==> config.mk <==
export PLATFORM = sky130hd
export DESIGN_NAME = key_cmd_ctrl_flat
export DESIGN_NICKNAME = d
export VERILOG_FILES = /design/src/rtl/key_cmd_ctrl_if.sv /design/src/rtl/key_cmd_ctrl.sv /design/src/flat_wrapper.sv
export SDC_FILE = /design/constraint.sdc
export NUM_CORES = 1
export LEC_CHECK = 0
export ABC_CLOCK_PERIOD_IN_PS = 5000
export CORE_AREA = 10 10 58 60
export DETAILED_ROUTE_END_ITERATION = 7
export DIE_AREA = 0 0 68 70
export GPL_TIMING_DRIVEN = 0
export PLACE_DENSITY = 0.67
export RECOVER_POWER = 25
export SYNTH_ARGS = -nofsm -noshare
export SYNTH_HDL_FRONTEND = slang
export SYNTH_SLANG_ARGS = --single-unit
==> constraint.sdc <==
create_clock -name clk -period 5 [get_ports clk]
set_input_delay 1.25 -clock clk [delete_from_list [all_inputs] [get_ports clk]]
set_output_delay 1.25 -clock clk [all_outputs]
set_load 0.1 [all_outputs]
==> src/rtl/key_cmd_ctrl_if.sv <==
// Key command bus: UART byte strobe, frame tick in; paddle/serve/bad-key pulses out.
interface key_cmd_ctrl_if;
    logic       rx_valid;
    logic [7:0] rx_data;
    logic       frame_tick;
    logic [3:0] btn;
    logic       start_pulse;
    logic       bad_key;

    // Stimulus side drives the byte stream and frame ticks
    modport master (
        output rx_valid,
        output rx_data,
        output frame_tick,
        input  btn,
        input  start_pulse,
        input  bad_key
    );

    // Controller side consumes bytes/ticks and produces commands
    modport slave (
        input  rx_valid,
        input  rx_data,
        input  frame_tick,
        output btn,
        output start_pulse,
        output bad_key
    );
endinterface

==> src/rtl/key_cmd_ctrl.sv <==
// Keyboard-to-paddle command controller: decodes UART key bytes into held
// paddle commands (one FSM + hold counter per player), serve and bad-key pulses.
module key_cmd_ctrl #(
    parameter int unsigned HOLD_FRAMES = 8
) (
    input  logic          clk,
    input  logic          reset,
    key_cmd_ctrl_if.slave bus
);

    localparam int unsigned CW = $clog2(HOLD_FRAMES + 1);
    localparam int unsigned NP = 2;
    localparam logic [CW-1:0] HOLD_LOAD = CW'(HOLD_FRAMES);
    localparam logic [CW-1:0] CNT_ONE   = CW'(1);

    typedef enum logic [1:0] {
        IDLE = 2'd0,
        UP   = 2'd1,
        DOWN = 2'd2
    } state_t;

    state_t        state_q [NP];
    state_t        state_n [NP];
    logic [CW-1:0] cnt_q   [NP];
    logic [CW-1:0] cnt_n   [NP];

    logic [NP-1:0] key_up;
    logic [NP-1:0] key_dn;
    logic          key_serve;
    logic          key_rel;
    logic          key_bad;

    logic [3:0]    btn_q;
    logic          start_q;
    logic          bad_q;

    // Case-insensitive raw-ASCII key decode, qualified by rx_valid
    always_comb begin
        key_up    = '0;
        key_dn    = '0;
        key_serve = 1'b0;
        key_rel   = 1'b0;
        key_bad   = 1'b0;
        if (bus.rx_valid) begin
            case (bus.rx_data)
                8'h71, 8'h51: key_up[0] = 1'b1;
                8'h61, 8'h41: key_dn[0] = 1'b1;
                8'h6F, 8'h4F: key_up[1] = 1'b1;
                8'h6B, 8'h4B: key_dn[1] = 1'b1;
                8'h20:        key_serve = 1'b1;
                8'h78, 8'h58: key_rel   = 1'b1;
                default:      key_bad   = 1'b1;
            endcase
        end
    end

    // Per-player next state: release-all, then key load, then tick countdown
    always_comb begin
        for (int p = 0; p < NP; p++) begin
            state_n[p] = state_q[p];
            cnt_n[p]   = cnt_q[p];
            if (key_rel) begin
                state_n[p] = IDLE;
                cnt_n[p]   = '0;
            end else if (key_up[p]) begin
                state_n[p] = UP;
                cnt_n[p]   = HOLD_LOAD;
            end else if (key_dn[p]) begin
                state_n[p] = DOWN;
                cnt_n[p]   = HOLD_LOAD;
            end else if (bus.frame_tick && (state_q[p] != IDLE)) begin
                if (cnt_q[p] <= CNT_ONE) begin
                    state_n[p] = IDLE;
                    cnt_n[p]   = '0;
                end else begin
                    cnt_n[p]   = cnt_q[p] - CNT_ONE;
                end
            end
        end
    end

    // FSM state and hold counters
    always_ff @(posedge clk or negedge reset) begin
        if (!reset) begin
            for (int p = 0; p < NP; p++) begin
                state_q[p] <= IDLE;
                cnt_q[p]   <= '0;
            end
        end else begin
            for (int p = 0; p < NP; p++) begin
                state_q[p] <= state_n[p];
                cnt_q[p]   <= cnt_n[p];
            end
        end
    end

    // Registered outputs, updated on the same edge as the FSMs
    always_ff @(posedge clk or negedge reset) begin
        if (!reset) begin
            btn_q   <= 4'b0000;
            start_q <= 1'b0;
            bad_q   <= 1'b0;
        end else begin
            btn_q   <= {state_n[1] == DOWN, state_n[1] == UP,
                        state_n[0] == DOWN, state_n[0] == UP};
            start_q <= (|key_up) | (|key_dn) | key_serve;
            bad_q   <= key_bad;
        end
    end

    assign bus.btn         = btn_q;
    assign bus.start_pulse = start_q;
    assign bus.bad_key     = bad_q;

endmodule

==> src/flat_wrapper.sv <==
// flat-port wrapper written by rule: the top's interface ports become plain ports
module key_cmd_ctrl_flat 
#(
    parameter int unsigned HOLD_FRAMES = 8
)
  (clk, reset, bus_rx_valid, bus_rx_data, bus_frame_tick, bus_btn, bus_start_pulse, bus_bad_key);
  key_cmd_ctrl_if bus_i ();
  input  logic clk;
  input  logic reset;
  input wire logic [$bits(bus_i.rx_valid)-1:0] bus_rx_valid;
  input wire logic [$bits(bus_i.rx_data)-1:0] bus_rx_data;
  input wire logic [$bits(bus_i.frame_tick)-1:0] bus_frame_tick;
  output wire logic [$bits(bus_i.btn)-1:0] bus_btn;
  output wire logic [$bits(bus_i.start_pulse)-1:0] bus_start_pulse;
  output wire logic [$bits(bus_i.bad_key)-1:0] bus_bad_key;
  assign bus_i.rx_valid = bus_rx_valid;
  assign bus_i.rx_data = bus_rx_data;
  assign bus_i.frame_tick = bus_frame_tick;
  assign bus_btn = bus_i.btn;
  assign bus_start_pulse = bus_i.start_pulse;
  assign bus_bad_key = bus_i.bad_key;
  key_cmd_ctrl #(.HOLD_FRAMES(HOLD_FRAMES)) u_core (.clk(clk), .reset(reset), .bus(bus_i));
endmodule
==> out/qor.csv, run 1 <==
stage;metric;value;unit
status;status;complete, no violations;
final_layout;seq_area;450.4;sq um
floorplan;pin_count;18;
sta;tns;0;ns
setup_path;r2r_cells;6;
grt;antenna_found_initial;0;
sta;holdWs;0.5147;ns
pwr;p_total;0.0003585;W
pwr;powerDensity;301.3;mW/mm^2
setup_path;critPathMaxStageDelay;1.14;ns
setup_path;regToRegStartpoint;u_core.cnt_q[0];
clocking;cts_root_buf;clkbuf_4;
synthesis;postSynthCellCount;100;
pwr;p_leak;0.5037;nW
routing;routed_wl;2.070;mm
final_layout;fin_nets;138;
clocking;post_cts_resized;0;
synthesis;synth-main-ff-cell;dfrtp_1;
clocking;clkLatencyLatePin;0.29;ns
setup_path;rr_endpoint;u_core.cnt_q[3];
sta;fmax;0.3307;GHz
clocking;cts-hold-fix-buffers;0;
min_path;hold_start;u_core.state_q[0];
synthesis;yosys-top-cells-area;dfrtp_1 47%, ha_1 5.2%, a21oi_1 4.7%;
floorplan;core;0.002342;sq mm
floorplan;die_area;0.004760;sq mm
synthesis;synthDistinctLibCells;33;
grt;grt_pass1_vias;841;
sta;finalCriticalPeriod;3.023;ns
routing;drtIter0Drc;22;
routing;drc;0;
sta;clock_skew;0.002987;ns
sta;period_share;60.47;%
min_path;holdPathStages;1;
synthesis;synthesis.area;959.7;sq um
grt;grt.overflow.total;0;
sta;drv_slew;0;
synthesis;synth_edf_count;0;
run;maxCapViolCount;0;
setup_path;worst-setup-path-type;flop to output pin;
synthesis;ys_seq_elements;18;
setup_path;crit_family;buffers and inverters;
synthesis;synthArstFlopShare;100.0;%
sta;max_slew.worst_pin.slew;0.9870;ns
setup_path;regToRegSetupSlack;3.26;ns
synthesis;ys_seq_area_share;46.94;%
sta;rsz0062_at_grt;no;
setup_path;cp.required;3.75;ns
clocking;cts_max_level;1;
setup_path;path_cells;clkdlybuf4s50_1;
final_layout;syn_to_final_growth;23.99;%
setup_path;critical_path.slowest_cell;clkdlybuf4s50_1;
placed_design;io_buffers;17;
synthesis;synth_top_area_cell;dfrtp_1;
grt;grt_pass1_wl;3.657;mm
synthesis;syn_nets;116;
setup_path;path_buf_inv;1;
routing;via_per_inst;5.240;
pwr;ir_drop;0.1601;mV
setup_path;worstSetupEndpointType;output pin;
clocking;numClockSinks;18;
placed_design;gp_congestion;0.7969;
min_path;whs_endpoint;u_core.bus.btn[3];
setup_path;start_kind;flop;
placed_design;place_hpwl;1.649;mm
grt;grtUsageTotal;9.725;%
clocking;cts_buffer_depth;2;
clocking;cts.reportedPaths.clkPinSlew;0.10;ns
synthesis;yosysTopAreaCellShare;46.94;%
routing;dr.pass1.iters;4;
synthesis;syn_avg_cell_area;9.597;sq um
min_path;hold_class;flop to flop;
sta;timing.slew.headroom;34.00;%
floorplan;rows;18;
setup_path;worstPathArrival;1.77;ns
grt;grt_max_degree;19;
final_layout;num_antenna_cells;0;
final_layout;drive_gt1_share;10.00;%
floorplan;fp.dieH;70;um
routing;antenna_left;0;
floorplan;start_util;40.97;%
sta;hold_viol;0;
floorplan;die_w;68;um
final_layout;multiInputGateArea;479.2;sq um
routing;vias;786;
synthesis;yosys_warnings;0;
clocking;postCtsSetupRepairBufs;0;
setup_path;cp_max_fo;1;
clocking;cts_tree;done;
sta;setup_viol;0;
routing;wire_per_inst;13.80;um
clocking;cts_buffers;3;
final_layout;fill_cells;250;
## registers in the layout, indices dropped and copies added, names as in the netlist
register,cells
u_core.cnt_q,8
u_core.bus.btn,4
u_core.state_q,4
u_core.bus.bad_key,1
u_core.bus.start_pulse,1
## through the flow
stage / std cells / setup WS, ns / util, % / instance area, sq um
final: 150 / 1.977 / 50.80 / 1190
after global routing: 150 / 1.914 / 50.80 / 1190
after global placement: 147 / 2.012 / 49.84 / 1167
after detailed placement: 147 / 1.983 / 49.84 / 1167
after CTS: 150 / 1.954 / 50.80 / 1190
after floorplan: 100 / 2.681 / - / 959.7
## worst max-delay path by stage
stage	slack, ns	depth (start not counted)	end	start
after floorplan	2.68	4	u_core.bus.btn[0]	bus_rx_data[1]
after global placement	2.01	5	u_core.bus.btn[0]	bus_rx_data[4]
after detailed placement	1.98	5	u_core.bus.btn[0]	bus_rx_data[4]
after CTS	1.95	1	bus_bad_key	u_core.bus.bad_key
after global routing	1.91	1	bus_bad_key	u_core.bus.bad_key
final	1.98	1	bus_bad_key	u_core.bus.bad_key
## cell usage after synthesis, types with 2 or more instances
library cell  number
or4_1              2
nand3_1            2
or3_1              5
o21ai_0            2
nor2_1             8
inv_1              8
dfrtp_1           18
or3_2              2
o21ai_2            2
o2bb2ai_1          2
a21oi_1            9
o31ai_1            2
a31oi_1            2
ha_1               4
nand2_1           11
nand3b_1           2
or2_2              3
## logic make-up (layout without fill, tap and decap cells)
logic type                 count (synthesis)  count (layout)  share of synthesized area [%]
AOI/OAI and AO/OA                         25              25                          18.12
buffers and inverters                      8              28                          3.129
adders and majority gates                  4               4                          5.215
muxes                                      1               1                          1.043
DFF                                       18              18                          46.94
and+or+nand+nor                           44              44                          25.55
## placed cells by master, fill, tap and decap left out, drive strengths merged, types with 2 or more instances in the layout
master / count
dfrtp: 18
clkdlybuf4s50: 16
nand2: 11
a21oi: 9
inv: 8
nor2: 8
or3: 7
ha: 4
o21ai: 4
or2: 3
clkbuf: 3
nand3b: 2
o2bb2ai: 2
nand3: 2
o31ai: 2
or4: 2
a31oi: 2
## where the power goes
part	internal [W]	switching (W)	leakage, nW	total [W]
Combinational	0.0000448	0.0000615	0.245	0.000106
Sequential	0.000164	0.0000169	0.245	0.000181
Clock	0.0000281	0.0000430	0.0138	0.0000710
## layout make-up
class	instances	area share, %
inverters	8	2.524
multi-input cells	74	40.27
clock buffers	3	1.893
well taps	30	3.155
repair buffers	17	14.30
flip-flops and latches	18	37.85
## metal layers
metal  wire (um)  GRT usage [%]  part of all wire [%]
met2         941          14.39                    45
met1         953          11.78                    46
met5           0              0                     0
met4          47          5.369                   2.3
met3         127          3.349                   6.1
Power figures use the tool's default switching activity.
==> run 2, diff against run 1 <==
- ABC_CLOCK_PERIOD_IN_PS: 5000 -> 2800
- clock period: 5 -> 2.8 ns (I/O delays scaled with it)
==> results of run 2 <==
Same layout as run 1 (identical final DEF). Status: complete, no violations.
Among the figures that moved: setup slack after placement 1.983 ns -> 0.3328 ns; setup slack after layout 1.977 ns -> 0.3265 ns; register-to-register setup slack 3.26 ns -> 1.06 ns; total power 0.0003585 W -> 0.0006403 W; worst IR drop on VDD 0.1601 mV -> 0.2859 mV
